===== src/rtl/sram_ctrl_pkg.sv =====
// Shared types and default geometry for the SRAM port controller.
// Matches the single-port synchronous macro family (512 x 64).
package sram_ctrl_pkg;

    localparam int BITS_DEF  = 64;
    localparam int DEPTH_DEF = 512;
    localparam int AW_DEF    = 9;

    // Controller modes: zero-fill sweep, then normal request service.
    typedef enum logic {
        INIT = 1'b0,
        RUN  = 1'b1
    } state_t;

    // Number of read responses that may be owed at any time.
    localparam int RD_CREDITS = 2;

endpackage


===== src/rtl/sram_resp_fifo.sv =====
// Two-entry response buffer holding read data the consumer has not taken.
// Head is forced to zero when empty so stale data never leaks out.
module sram_resp_fifo
    import sram_ctrl_pkg::*;
#(
    parameter int Bits = BITS_DEF
) (
    input  logic            CLK,
    input  logic            RSTB,
    input  logic            push,
    input  logic            pop,
    input  logic [Bits-1:0] wdata,
    output logic [Bits-1:0] head,
    output logic [1:0]      count
);

    logic [Bits-1:0] mem [2];
    logic            wr_ptr;
    logic            rd_ptr;
    logic            do_push;
    logic            do_pop;

    assign do_push = push && (count != 2'd2);
    assign do_pop  = pop && (count != 2'd0);

    // Storage, pointers and occupancy; push and pop together keep count.
    always_ff @(posedge CLK or negedge RSTB) begin
        if (!RSTB) begin
            mem[0] <= '0;
            mem[1] <= '0;
            wr_ptr <= 1'b0;
            rd_ptr <= 1'b0;
            count  <= 2'd0;
        end else begin
            if (do_push) begin
                mem[wr_ptr] <= wdata;
                wr_ptr      <= ~wr_ptr;
            end
            if (do_pop) begin
                rd_ptr <= ~rd_ptr;
            end
            count <= count + {1'b0, do_push} - {1'b0, do_pop};
        end
    end

    assign head = (count != 2'd0) ? mem[rd_ptr] : '0;

endmodule


===== src/rtl/sram_port_ctrl.sv =====
// Initiator-side controller for a single-port synchronous SRAM macro.
// Optional zero-fill after reset, then zero-cycle request issue.
module sram_port_ctrl
    import sram_ctrl_pkg::*;
#(
    parameter int Bits       = BITS_DEF,
    parameter int Word_Depth = DEPTH_DEF,
    parameter int Add_Width  = AW_DEF,
    parameter bit INIT_EN    = 1'b1
) (
    input  logic                 CLK,
    input  logic                 RSTB,
    input  logic                 req_valid,
    output logic                 req_ready,
    input  logic                 req_write,
    input  logic [Add_Width-1:0] req_addr,
    input  logic [Bits-1:0]      req_wdata,
    output logic                 resp_valid,
    input  logic                 resp_ready,
    output logic [Bits-1:0]      resp_rdata,
    output logic                 init_done,
    output logic                 sram_CEB,
    output logic                 sram_WEB,
    output logic [Add_Width-1:0] sram_A,
    output logic [Bits-1:0]      sram_D,
    input  logic [Bits-1:0]      sram_Q
);

    localparam logic [Add_Width-1:0] LAST = Add_Width'(Word_Depth - 1);
    localparam state_t RST_STATE = INIT_EN ? INIT : RUN;

    state_t               state;
    state_t               state_nxt;
    logic [Add_Width-1:0] init_cnt;
    logic                 inflight;

    logic                 filling;
    logic                 running;
    logic [2:0]           owed;
    logic                 rd_credit;
    logic                 fire;
    logic                 rd_fire;

    logic [1:0]           fifo_count;
    logic [Bits-1:0]      fifo_head;
    logic                 fifo_nonempty;
    logic                 fifo_push;
    logic                 fifo_pop;

    // Pins follow reset immediately, so mode is qualified with RSTB.
    assign filling = RSTB && (state == INIT);
    assign running = RSTB && (state == RUN);

    // Credit uses registered occupancy only; same-cycle pops don't count.
    assign owed      = 3'(fifo_count) + 3'(inflight);
    assign rd_credit = owed < 3'(RD_CREDITS);

    assign req_ready = running && (req_write || rd_credit);
    assign fire      = req_valid && req_ready;
    assign rd_fire   = fire && !req_write;
    assign init_done = (state == RUN);

    // Mode register, fill address and outstanding-read flag.
    always_ff @(posedge CLK or negedge RSTB) begin
        if (!RSTB) begin
            state    <= RST_STATE;
            init_cnt <= '0;
            inflight <= 1'b0;
        end else begin
            state    <= state_nxt;
            inflight <= rd_fire;
            if (state == INIT) begin
                init_cnt <= init_cnt + 1'b1;
            end
        end
    end

    // Leave the fill sweep after the last word; RUN is sticky.
    always_comb begin
        state_nxt = state;
        if (state == INIT && init_cnt == LAST) begin
            state_nxt = RUN;
        end
    end

    // Macro pin drive: fill writes, accepted requests, otherwise idle.
    always_comb begin
        sram_CEB = 1'b1;
        sram_WEB = 1'b1;
        sram_A   = '0;
        sram_D   = '0;
        if (filling) begin
            sram_CEB = 1'b0;
            sram_WEB = 1'b0;
            sram_A   = init_cnt;
        end else if (fire) begin
            sram_CEB = 1'b0;
            sram_WEB = !req_write;
            sram_A   = req_addr;
            sram_D   = req_write ? req_wdata : '0;
        end
    end

    assign fifo_nonempty = (fifo_count != 2'd0);
    assign fifo_push     = inflight && (fifo_nonempty || !resp_ready);
    assign fifo_pop      = fifo_nonempty && resp_ready;

    // Response select: buffered head first, else bypass of the macro output.
    always_comb begin
        resp_valid = 1'b0;
        resp_rdata = '0;
        if (fifo_nonempty) begin
            resp_valid = 1'b1;
            resp_rdata = fifo_head;
        end else if (inflight) begin
            resp_valid = 1'b1;
            resp_rdata = sram_Q;
        end
    end

    sram_resp_fifo #(
        .Bits (Bits)
    ) u_fifo (
        .CLK   (CLK),
        .RSTB  (RSTB),
        .push  (fifo_push),
        .pop   (fifo_pop),
        .wdata (sram_Q),
        .head  (fifo_head),
        .count (fifo_count)
    );

endmodule

===== config.mk =====
export PLATFORM = sky130hd
export DESIGN_NAME = sram_port_ctrl
export DESIGN_NICKNAME = d
export VERILOG_FILES = /design/src/rtl/sram_ctrl_pkg.sv /design/src/rtl/sram_resp_fifo.sv /design/src/rtl/sram_port_ctrl.sv
export SDC_FILE = /design/constraint.sdc
export NUM_CORES = 1
export LEC_CHECK = 0
export CAP_MARGIN = 20
export CORE_ASPECT_RATIO = 0.75
export CORE_MARGIN = 5
export CORE_UTILIZATION = 43
export CTS_BUF_LIST = sky130_fd_sc_hd__clkbuf_8
export CTS_CLUSTER_DIAMETER = 100
export DETAILED_ROUTE_END_ITERATION = 12
export GPL_TIMING_DRIVEN = 0
export HOLD_SLACK_MARGIN = 0.06
export PLACE_DENSITY = 0.79
export SYNTH_ARGS = -nofsm -noshare
export SYNTH_HDL_FRONTEND = slang
export SYNTH_HIERARCHICAL = 1
export SYNTH_SLANG_ARGS = --single-unit

===== constraint.sdc =====
create_clock -name CLK -period 2.1 [get_ports CLK]
set_clock_uncertainty 0.2 [all_clocks]
set_input_delay 0.42 -clock CLK [delete_from_list [all_inputs] [get_ports CLK]]
set_output_delay 0.42 -clock CLK [all_outputs]
set_load 0.1 [all_outputs]

==> results.txt <==
R2r setup slk = -0.19 ns
Num CTS Buffers = 17
Uppermost layer routed = met5
First-pass GRT wire length = 43.1 mm
Worst-path fanout max = 7
Buf+Inv Stages, Crit Path = 4
Tmin final = 2.59 ns
Antenna violations before repair = 1
Yosys reg bits = 143
Worst R2R Path Depth = 9
Layout cells sized above 1 = 59.0%
WHS = -0.331 ns
Sw Pwr = 0.00143 W
Synth Flop Type = dfrtp_1
DRT antenna net count = 0
Worst path most repeated cell = buf_6
Drt wl/cell = 23.7 um
Ys Warns = 6
Max frequency = 386 MHz
CTS tree = yes
Post-Syn Instances = 787
Root cell of the clock tree = clkbuf_8
Crit start category = flip-flop
Post-Route M1 WL = 14.6 mm
WP data arrival = 1.97 ns
Initial core utilization = 43.9%
CP cell instances = buf_6, nor2_4, buf_12, buf_6, nor2_1, nand2_1, nand2_4, buf_8
Worst vdd ir = 0.370 mV
Final worst path period share = 123%
Slowest-stage cell, CP = dfrtp_2
Synth cell types = 38
Top cell family by delay on the critical path = buffers and inverters
Crit-path max cell delay = 0.50 ns
Worst slew pin tran = 0.501 ns
Crit. path cell count = 8
Dpl hpwl = 19.5 mm
Avg Cell Area, Syn = 10.8 sq um
Final Power = 0.00557 W
Max-cap violations = 0
Register area = 3590 sq um
Share of the synthesized area in the top cell type = 42.1%
Final worst slack = -0.488 ns
Die X = 172 um
Area of the multi-input gates = 5770 sq um
Setup-failing EPs final = 249
Clk pwr share = 41.5%
Int Pwr = 0.00414 W
Ys async rst share = 100%
I/O pin cnt = 284
Worst Path Required = 1.48 ns
Met2 wire length = 16.7 mm
Max-slew violation count = 0
Clock Latency Late Sink = 0.47 ns
Core Footprint = 19,400 sq um
1st-iter DRT viols = 559
DRC viols = 0
Sequential group share of total power = 49.4%
Failing checks = hold timing, setup timing
Worst rel slew slack = 66.8%
Final Hold Viols = 75
Crit. End Element = output port
Clock slew at reported path FFs = 0.09 ns
EDFF count, synth = 0
Htree depth = 4
Most common cell in the netlist = dfrtp_1
Worst hold path type = primary input to asynchronous set/reset pin
Post-synth top cells = dfrtp_1 (143), nand2_1 (132), mux2_4 (108)
Via density = 5.45
Routability cong. = 0.837
RSZ-0062 raised after global routing = yes
Largest net degree at the start of global routing = 85
Port Buffers = 283
Switching share of power = 25.7%
Fill cells = 978
WS Path Type = flip-flop to output port
P_leak = 7.07 nW
Sink Count = 143
Fin nets = 1,295
Synth Net Count = 932
Sequential area share after synthesis = 42.1%
Status = complete, but fails checks
Via count = 7,722
Number of global-route vias before repair = 7,439
PwrDens = 346 nW/um^2
Gate power share = 9.1%
Total gr overflow = 0
Area delta synth->final = 89.0%
CTS Buffer Depth = 2
Routed wl met3 = 1.70 mm
Row count = 44
Full die area = 22,700 sq um
Synth area leader = dfrtp_1
Die span in y = 132 um
First-pass DRT Iterations = 5
Diodes inserted = 0
Largest cells by area after synthesis = dfrtp_1 (42%), mux2_4 (19%), mux2i_1 (7.5%)
Final WL = 33.6 mm
GRT Util Overall = 24.1%
Mapped cell area = 8510 sq um
==> final timing paths <==
path	start	end
max	u_fifo/count[1]	resp_rdata[62]
min	RSTB	u_fifo/mem[69]
max reg2reg	u_fifo/count[0]	u_fifo/mem[86]
min reg2reg	u_fifo/mem[12]	u_fifo/mem[12]
max in group asynchronous	RSTB	u_fifo/mem[96]
min in group CLK	req_write	inflight
==> cell type report <==
| type | instances | area share, % |
|---|---|---|
| clock buffer | 18 | 1.54 |
| clock inverter | 14 | 0.973 |
| buffer | 58 | 5.34 |
| multi-input combinational | 586 | 35.9 |
| tap | 253 | 1.97 |
| timing repair buffer | 341 | 31.9 |
| sequential | 143 | 22.3 |
| inverter | 3 | 0.0701 |
==> placed cells by master (no fill, tap or decap), drive strengths merged, types with 2 or more instances in the layout <==
cell           count
clkbuf            42
xnor2              8
o211ai             2
nor2              75
and2              67
mux2             130
nor2b              4
ha                 3
o21ai              4
buf              235
and3               3
a32o               8
nor3b              2
clkdlybuf4s50    138
clkinv             3
or2                2
dfrtp            143
xor2               2
mux2i             64
nand2            133
bufinv             2
inv                9
clkinvlp           3
nand3             69
==> worst register-to-register path: stages (launching register included) <==
cell       delay (ns)
dfrtp_2          0.49
nor2_4           0.21
clkbuf_16        0.18
a21boi_2         0.06
buf_6            0.14
o211a_4          0.17
clkbuf_16        0.17
buf_12           0.12
clkbuf_16        0.15
mux2_4           0.29
==> routing by layer <==
metal	GRT usage [%]	vias to the layer above
met1	35.5	3970
met3	3.87	51
met4	4.63	2
met5	0	-
li1	-	3410
met2	38.0	289
==> timing repair <==
action	in CTS	in global routing
buffers inserted	12	19
pin swaps	11	100
resized for setup	1255	380
endpoints found under the setup margin	272	272
gates cloned	4	26
hold endpoints to repair	75	75
==> stage by stage <==
step	area [sq um]	utilization [%]	std cells	TNS [ns]	setup WS [ns]
after floorplan	9140	-	787	-7.60	-0.119
after global placement	12300	63.4	1323	-1487.49	-7.24
after detailed placement	12300	63.6	1324	-247.78	-1.64
after CTS	14100	73.0	1372	-67.60	-0.421
after global routing	16100	82.9	1416	-74.60	-0.540
final	16100	82.9	1416	-62.33	-0.488
==> cells by family after synthesis <==
group,synth area share [%]
simple gates,19.2
mux,29.5
flops,42.1
buf+inv,5.52
compound gates,2.19
xor+xnor,1.03
fa+ha+maj,0.441
==> sequential cells by signal, indices dropped and copies added, names as in the netlist <==
| signal | flops |
|---|---|
| u_fifo/rd_ptr | 1 |
| u_fifo/count | 2 |
| init_cnt | 9 |
| u_fifo/mem | 128 |
| inflight | 1 |
| u_fifo/wr_ptr | 1 |
| init_done | 1 |
==> power by group through the flow <==
stage	combinational (W)	clock, W	sequential, W
finish	0.000504	0.00231	0.00275
floorplan	0.0000629	0	0.00281
detailed placement	0.000455	0	0.00281
global placement	0.000447	0	0.00281
global route	0.000530	0.00244	0.00275
CTS	0.000470	0.00229	0.00275
Power figures use the tool's default switching activity.
